File: src/rtl/i2s_dac_transmitter.sv
// i2s_dac_transmitter: master-mode I2S serializer for the DAC side.
// Takes one stereo 16-bit pair per frame through a one-deep holding buffer and
// shifts it out MSB-first in 32-BCLK slots. If no pair is waiting at the frame
// boundary, it replays the previous pair and pulses underrun.
module i2s_dac_transmitter #(
   parameter int unsigned BCLK_HALF = 12  // CLOCK_50 cycles per BCLK half period, 2..255
) (
   input  logic        CLOCK_50,
   input  logic        AUD_DACLRCK,   // asynchronous, active-high reset
   input  logic [15:0] sample_l,
   input  logic [15:0] sample_r,
   input  logic        sample_valid,
   output logic        sample_ready,
   output logic        AUD_BCLK_O,
   output logic        LRCK_OUT,
   output logic        AUD_DACDAT,
   output logic        frame_start,
   output logic        underrun
);

   localparam int unsigned DivW = 8;
   localparam logic [DivW-1:0] DivLast = DivW'(BCLK_HALF - 1);

   // Divider and bit-clock state
   logic [DivW-1:0] div_cnt_q, div_cnt_d;
   logic            bclk_q, bclk_d;

   // Frame position and serial outputs
   logic [5:0]      bit_cnt_q, bit_cnt_d;
   logic            lrck_q, lrck_d;
   logic            dac_q, dac_d;
   logic            frame_start_q, frame_start_d;
   logic            underrun_q, underrun_d;

   // Holding buffer and the pair currently on the wire
   logic            hold_full_q, hold_full_d;
   logic [15:0]     hold_l_q, hold_l_d;
   logic [15:0]     hold_r_q, hold_r_d;
   logic [15:0]     active_l_q, active_l_d;
   logic [15:0]     active_r_q, active_r_d;

   // Decoded events
   logic            div_tc;
   logic            bclk_fall;
   logic            frame_wrap;
   logic            accept;

   // Serializer helpers
   logic [4:0]      slot;
   logic [4:0]      bit_idx;
   logic [15:0]     word;

   // Event decode shared by all next-state logic
   always_comb begin
      div_tc     = (div_cnt_q == DivLast);
      bclk_fall  = div_tc & bclk_q;
      frame_wrap = bclk_fall & (bit_cnt_q == 6'd63);
      accept     = sample_valid & ~hold_full_q;
   end

   // Divider: wrap at terminal count and toggle BCLK
   always_comb begin
      div_cnt_d = div_cnt_q + 1'b1;
      bclk_d    = bclk_q;
      if (div_tc) begin
         div_cnt_d = '0;
         bclk_d    = ~bclk_q;
      end
   end

   // Holding buffer: accept only when empty; a frame load empties it.
   // Load and accept never coincide on a full buffer, so a pair accepted in the
   // wrap cycle always lands in the buffer for the following frame.
   always_comb begin
      hold_full_d = hold_full_q;
      hold_l_d    = hold_l_q;
      hold_r_d    = hold_r_q;
      active_l_d  = active_l_q;
      active_r_d  = active_r_q;
      if (frame_wrap && hold_full_q) begin
         active_l_d  = hold_l_q;
         active_r_d  = hold_r_q;
         hold_full_d = 1'b0;
      end
      if (accept) begin
         hold_l_d    = sample_l;
         hold_r_d    = sample_r;
         hold_full_d = 1'b1;
      end
   end

   // Frame sequencing and serializer: everything advances on BCLK falling cycles
   always_comb begin
      bit_cnt_d     = bit_cnt_q;
      lrck_d        = lrck_q;
      dac_d         = dac_q;
      frame_start_d = frame_wrap;
      underrun_d    = frame_wrap & ~hold_full_q;
      slot          = '0;
      bit_idx       = '0;
      word          = '0;
      if (bclk_fall) begin
         bit_cnt_d = bit_cnt_q + 1'b1;
         lrck_d    = bit_cnt_d[5];
         slot      = bit_cnt_d[4:0];
         // Use the post-load pair so slot 1 of a new frame carries the new MSB
         word      = bit_cnt_d[5] ? active_r_d : active_l_d;
         bit_idx   = 5'd16 - slot;
         if (slot >= 5'd1 && slot <= 5'd16) begin
            dac_d = word[bit_idx[3:0]];
         end else begin
            dac_d = 1'b0;
         end
      end
   end

   // State registers; reset discards any partially shifted word
   always_ff @(posedge CLOCK_50 or posedge AUD_DACLRCK) begin
      if (AUD_DACLRCK) begin
         div_cnt_q     <= '0;
         bclk_q        <= 1'b0;
         bit_cnt_q     <= '0;
         lrck_q        <= 1'b0;
         dac_q         <= 1'b0;
         frame_start_q <= 1'b0;
         underrun_q    <= 1'b0;
         hold_full_q   <= 1'b0;
         hold_l_q      <= '0;
         hold_r_q      <= '0;
         active_l_q    <= '0;
         active_r_q    <= '0;
      end else begin
         div_cnt_q     <= div_cnt_d;
         bclk_q        <= bclk_d;
         bit_cnt_q     <= bit_cnt_d;
         lrck_q        <= lrck_d;
         dac_q         <= dac_d;
         frame_start_q <= frame_start_d;
         underrun_q    <= underrun_d;
         hold_full_q   <= hold_full_d;
         hold_l_q      <= hold_l_d;
         hold_r_q      <= hold_r_d;
         active_l_q    <= active_l_d;
         active_r_q    <= active_r_d;
      end
   end

   // Output mapping
   always_comb begin
      sample_ready = ~hold_full_q;
      AUD_BCLK_O   = bclk_q;
      LRCK_OUT     = lrck_q;
      AUD_DACDAT   = dac_q;
      frame_start  = frame_start_q;
      underrun     = underrun_q;
   end

endmodule
File: config.mk
export PLATFORM = sky130hd
export DESIGN_NAME = i2s_dac_transmitter
export DESIGN_NICKNAME = d
export VERILOG_FILES = /design/src/rtl/i2s_dac_transmitter.sv
export SDC_FILE = /design/constraint.sdc
export NUM_CORES = 1
export LEC_CHECK = 0
export BUFFER_PORTS_ARGS = -buffer_cell sky130_fd_sc_hd__buf_2
export CAP_MARGIN = 5
export CORE_AREA = 2 2 82 92
export DETAILED_ROUTE_END_ITERATION = 7
export DIE_AREA = 0 0 84 94
export MAX_ROUTING_LAYER = met4
export PLACE_DENSITY_LB_ADDON = 0.25
export SYNTH_ARGS = -nofsm -noshare
export SYNTH_HDL_FRONTEND = slang
export SYNTH_SLANG_ARGS = --single-unit
File: constraint.sdc
create_clock -name CLOCK_50 -period 3.1 [get_ports CLOCK_50]
set_input_delay 0.465 -clock CLOCK_50 [delete_from_list [all_inputs] [get_ports CLOCK_50]]
set_output_delay 0.465 -clock CLOCK_50 [all_outputs]
set_load 0.02 [all_outputs]
==> results of run 1 <==
registers in the layout (all words and copies together), names as in the netlist:
register     flops
active_l_q      16
AUD_DACDAT       1
underrun         1
hold_full_q      1
bit_cnt_q        6
frame_start      1
AUD_BCLK_O       1
hold_r_q        16
active_r_q      16
hold_l_q        16
div_cnt_q        8
power breakdown:
part / leakage (nW) / internal (W) / switching [W]
Sequential: 1.09 / 0.00113 / 0.0000370
Combinational: 1.00 / 0.0000632 / 0.0000426
Clock: 0.0795 / 0.000298 / 0.000406
Total: 2.18 / 0.00149 / 0.000486
layer usage:
| layer | GRT usage, % | part of all wire [%] | vias up |
|---|---|---|---|
| met3 | 3.78 | 4.4 | 16 |
| li1 | - | - | 1355 |
| met2 | 32.3 | 48 | 56 |
| met1 | 28.6 | 46 | 1363 |
| met4 | 9.14 | 2.1 | 0 |
| met5 | - | 0 | - |
metrics by stage:
stage | cell area, um^2 | instances
finish | 4500 | 505
global route | 4500 | 505
CTS | 4490 | 505
detailed placement | 4310 | 489
global placement | 4310 | 489
floorplan | 3970 | 369
repair_timing:
action                     4_1_cts  5_1_grt
hold buffers                     0        0
gates resized for setup          0        1
setup endpoints to repair        0        1
how the worst max path moves through the flow:
| stage | startpoint | endpoint | slack [ps] |
|---|---|---|---|
| after global routing | div_cnt_q[4] | AUD_DACDAT | 30 |
| after detailed placement | div_cnt_q[4] | AUD_DACDAT | 200 |
| after global placement | div_cnt_q[4] | AUD_DACDAT | 290 |
| after floorplan | AUD_BCLK_O | AUD_DACDAT | 420 |
| final | div_cnt_q[4] | AUD_DACDAT | 210 |
| after CTS | div_cnt_q[4] | AUD_DACDAT | 130 |
Yosys cell counts (3+ instances only):
library cell    n
buf_1           7
buf_2           3
dfrtp_1        83
nor2_1         10
clkbuf_1        8
mux2i_1        19
inv_1           7
nor3_1          4
a211oi_1        4
nand3_1         8
mux2_2         39
xnor2_1        10
ha_1            3
xor2_1          5
and3_1          4
a21oi_1         4
o21ai_0         6
mux4_2          5
nand2_1       106
nand2b_1        3
cell families after synthesis:
kind of cell / synth area share (%)
compound gates: 4.66
xor+xnor: 3.31
fa+ha+maj: 0.946
flops: 52.3
simple gates: 17.4
buf+inv: 2.65
mux: 18.7
worst max-delay path: stages (launching register included):
cell and delay (ps):
dfrtp_1 430, or4b_2 740, nor4_4 400, buf_4 350
nor2_1 110, and3_1 160, a2111oi_2 340, a211oi_1 130
a31oi_1 150
layout make-up:
cell class	instances	share of cell area [%]
Clock buffer	10	2.84
Clock inverter	6	1.08
Inverter	7	0.612
Multi-Input combinational cell	260	40.1
Sequential cell	83	46.2
Tap cell	85	2.36
Timing Repair Buffer	54	6.79
==> impl_metrics.csv, run 1 <==
group,metric,value,unit
grt,grt_start_max_net_pins,36,
setup_path,worstSetupEndpointType,"register",
clocking,htreeDepth,3,
logic_synthesis,synth-async-reset-ratio,100,%
logic_synthesis,syn-num-nets,407,
grt,antenna_found_initial,0,
clocking,cts_root_buf,"clkbuf_8",
die,dieArea,7900,um^2
timing,rsz0062_at_grt,"no",
job,cap_violations,0,
die,initial_core_util,57.3,%
timing,setup_slack,209,ps
logic_synthesis,ys_ff_latch,83,
place,dp_hpwl,5270,um
place,routabilityCongestion,0.880,
timing,final-setup-viol-count,0,
clocking,cts_inserted_buffers,9,
setup_path,worstReg2RegEnd,"AUD_DACDAT",
setup_path,r2r_setup_slack,210,ps
drt,vias,2790,
timing,whs,40.4,ps
setup_path,cp-start-kind,"register",
timing,post-route-min-period,2890,ps
logic_synthesis,yosys-top-cells-area,"dfrtp_1 52%, mux2_2 11%, nand2_1 10%",
die,ios,41,
pwr,power.density,440,nW/um^2
cells_and_area,final_cell_mix,"106 x nand2_1, 83 x dfrtp_1, 40 x buf_2",
timing,tightest_slew,434,ps
status,outcome,"finished, final reports clean",
grt,track_usage,21.3,%
timing,hold_viol,0,
cells_and_area,final_core_util,64.9,%
drt,totalWireLength,7440,um
pwr,power,0.00198,W
logic_synthesis,yosys_warnings,0,
logic_synthesis,ys.flop_type,"dfrtp_1",
setup_path,crit_type,"reg -> reg",
setup_path,worstReg2RegStart,"div_cnt_q[4]",
pwr,cellLeakagePower,2.18,nW
timing,finalCritPeriodShare,93.3,%
timing,maxSlewViolCount,0,
place,dp_slack,196,ps
die,die_h,94,um
die,coreArea,6930,um^2
cells_and_area,drive_gt1_share,29.3,%
logic_synthesis,syn-cell-area,3970,um^2
timing,fmax,0.346,GHz
cells_and_area,nets,453,
cells_and_area,antenna_cells,0,
timing,slew_headroom,70.7,%
cells_and_area,multi_input_area,1810,um^2
setup_path,required,3380,ps
logic_synthesis,synth_edf_count,0,
drt,drtAntennaViolNets,0,
die,die_w,84,um
drt,first_pass_iters,4,
drt,drt-vias-per-instance,5.52,
clocking,clk_pin_slew_worst_paths,90,ps
logic_synthesis,yosysTopAreaCell,"dfrtp_1",
pwr,ir_worst_vdd,0.306,mV
logic_synthesis,syn_inst,369,
cells_and_area,area_delta_synth_final,13.3,%
clocking,clk_latency,360,ps
worst_hold_path,hold_path.class,"in -> async",
logic_synthesis,synth-seq-area-share,52.3,%
timing,skew,6.77,ps
clocking,cts_setup_buffers,0,
cells_and_area,fillers,561,
drt,detail_route.wl_per_cell,14.7,um
drt,drtIter0Drc,178,
logic_synthesis,synth_cell_types,47,
logic_synthesis,syn_area_per_cell,10.8,um^2
setup_path,arrival,3170,ps
die,rows,32,
setup_path,r2r_cells,8,
clocking,clock_path_buffers,2,
clocking,cts.sinks,83,
cells_and_area,regArea,2080,um^2
setup_path,cp_max_fo,25,
grt,grt_pass1_wl,13100,um
timing,fin_tns_setup,0,ps
drt,drc_errors,0,
logic_synthesis,synth_top_area_share,52.3,%
clocking,cts_tree,"built",
grt,grt_pass1_vias,2766,
cells_and_area,mostFrequentLayoutCell,"nand2_1",
grt,globalRouteOverflowTotal,0,
place,io_buffer_count,40,
(Power assumes the default switching activity.)
==> run 2: changes to the inputs <==
--- a/config.mk
+++ b/config.mk
@@ -5,7 +5,7 @@
 export SDC_FILE = /design/constraint.sdc
 export NUM_CORES = 1
 export LEC_CHECK = 0
-export BUFFER_PORTS_ARGS = -buffer_cell sky130_fd_sc_hd__buf_2
+export BUFFER_PORTS_ARGS = -buffer_cell sky130_fd_sc_hd__buf_4
 export CAP_MARGIN = 5
 export CORE_AREA = 2 2 82 92
 export DETAILED_ROUTE_END_ITERATION = 7
==> run 2 against run 1 <==
  * Core utilization rose by 2.1 points
  * Worst hold slack improved by 180 ps
  * Design area up 3.3%
  * Via count up 2.6%
  * Largest power group unchanged
  * Largest cell class unchanged
  * Setup slack improved by 100 ps
  * Routed wire length grew 5.5%
  * Global-route usage up 1.0 points
==> impl_metrics.csv, run 2 (synthesis gave the netlist of run 1 again) <==
group,metric,value,unit
status,outcome,"finished, final reports clean",
setup_path,cp_max_fo,16,
cells_and_area,stdcell_area,4650,um^2
setup_path,worstSetupEndpointType,"register",
cells_and_area,drive_gt1_share,28.8,%
grt,track_usage,22.3,%
worst_hold_path,hold_path.class,"in -> async",
die,die_w,84,um
drt,drtIter0Drc,253,
pwr,intPower,0.00174,W
setup_path,worstReg2RegStart,"div_cnt_q[2]",
clocking,htreeDepth,3,
place,dp_hpwl,5540,um
clocking,cts_inserted_buffers,9,
timing,tightest_slew,744,ps
setup_path,crit_path_cell_trace,"or4b_2, nor4_2, buf_4, nand3_1, a211o_1, nand4b_1, a211oi_1, a211oi_1, a31oi_1",
clocking,clock_path_buffers,2,
timing,finalCritPeriodShare,90.0,%
clocking,clk_pin_slew_worst_paths,80,ps
pwr,p_clk_share,41.6,%
timing,slew_headroom,50.3,%
die,rows,32,
cells_and_area,mostFrequentLayoutCell,"nand2_1",
die,ios,41,
drt,drtAntennaViolNets,0,
cells_and_area,multi_input_area,1800,um^2
pwr,seqPwrFrac,53.1,%
clocking,hold_buffers,0,
timing,rsz0062_at_grt,"no",
place,routabilityCongestion,0.943,
die,coreArea,6930,um^2
setup_path,cp_num_buf_inv,1,
drt,drt-vias-per-instance,5.67,
setup_path,crit_type,"reg -> reg",
timing,hold_viol,0,
setup_path,max_stage_delay,670,ps
setup_path,cp_top_family,"simple AND/OR/NAND/NOR gates",
die,initial_core_util,57.3,%
drt,first_pass_iters,4,
place,place_area,4410,um^2
cells_and_area,stdcell_count,505,
pwr,cellLeakagePower,2.23,nW
cells_and_area,antenna_cells,0,
pwr,power.density,474,nW/um^2
place,place_inst,489,
setup_path,cp-start-kind,"register",
setup_path,required,3320,ps
setup_path,r2r_setup_slack,310,ps
die,die_h,94,um
clocking,cts_tree,"built",
drt,vias,2863,
setup_path,arrival,3020,ps
clocking,cts_root_buf,"clkbuf_8",
pwr,power_switching,0.000460,W
grt,antenna_found_initial,0,
grt,grt_start_max_net_pins,45,
drt,detail_route.wl_per_cell,15.5,um
cells_and_area,area_delta_synth_final,17.1,%
job,cap_violations,0,
pwr,power,0.00220,W
clocking,clk_latency,350,ps
timing,maxSlewViolCount,0,
setup_path,worstReg2RegEnd,"AUD_DACDAT",
grt,globalRouteOverflowTotal,0,
timing,post-route-min-period,2790,ps
place,io_buffer_count,40,
cells_and_area,final_cell_mix,"106 x nand2_1, 83 x dfrtp_1, 54 x buf_4",
drt,totalWireLength,7850,um
setup_path,r2r_cells,9,
setup_path,critPathMostFrequentCell,"a211oi_1",
setup_path,critPathSlowestCell,"or4b_2",
pwr,swShare,20.9,%
pwr,ir_worst_vdd,0.330,mV
cells_and_area,final_core_util,67.1,%
clocking,cts_setup_buffers,0,
timing,fin_tns_setup,0,ps
cells_and_area,regArea,2080,um^2
timing,skew,10.8,ps
timing,fmax,0.358,GHz
clocking,cts.sinks,83,
grt,grt_pass1_vias,2831,
drt,drc_errors,0,
pwr,comb_power_share,5.4,%
cells_and_area,nets,453,
grt,grt_pass1_wl,13500,um
cells_and_area,fillers,556,
clocking,cts_resized,0,
timing,final-setup-viol-count,0,
die,dieArea,7900,um^2
## run 2: cell count changes in the layout (fill, tap and decap cells not counted)
cell,delta
nor4_4,-1
clkinvlp_4,-3
nor4_2,+1
inv_6,-2
buf_4,+40
bufinv_16,+3
buf_2,-40
clkbuf_1,+2
## run 2: power by group through the flow
stage / registers (W) / clock network [W] / logic, W
floorplan: 0.00118 / 0 / 0.0000731
global placement: 0.00119 / 0 / 0.000115
detailed placement: 0.00119 / 0 / 0.000121
CTS: 0.00117 / 0.000929 / 0.000122
global route: 0.00118 / 0.000972 / 0.000132
finish: 0.00117 / 0.000917 / 0.000118
## run 2: through the flow
stage	hold slack, ps	worst slack (ps)
floorplan	433	417
global placement	444	371
detailed placement	457	359
CTS	244	328
global route	280	118
finish	222	309
## run 2: how the worst max path moves through the flow
stage / startpoint / endpoint / slack, ps / depth (start not counted)
after floorplan: AUD_BCLK_O / AUD_DACDAT / 420 / 9
after CTS: div_cnt_q[2] / AUD_DACDAT / 330 / 9
after global placement: div_cnt_q[4] / AUD_DACDAT / 370 / 9
after global routing: bit_cnt_q[0] / AUD_DACDAT / 120 / 9
final: div_cnt_q[2] / AUD_DACDAT / 310 / 9
after detailed placement: bit_cnt_q[0] / AUD_DACDAT / 360 / 9
## run 2: area by class of cell
class | count | area share (%)
clock inverter | 4 | 2.13
timing repair buffer | 54 | 8.72
inverter | 7 | 0.592
sequential | 83 | 44.7
clock buffer | 12 | 2.91
tap | 85 | 2.29
multi-input combinational | 260 | 38.7
## run 2: layer usage
layer | vias to the layer above | GRT usage, % | wire, um
met5 | - | - | 0
met4 | 0 | 6.59 | 114
met3 | 12 | 5.27 | 380
met2 | 69 | 35.3 | 3920
met1 | 1429 | 29.1 | 3430
li1 | 1353 | - | -
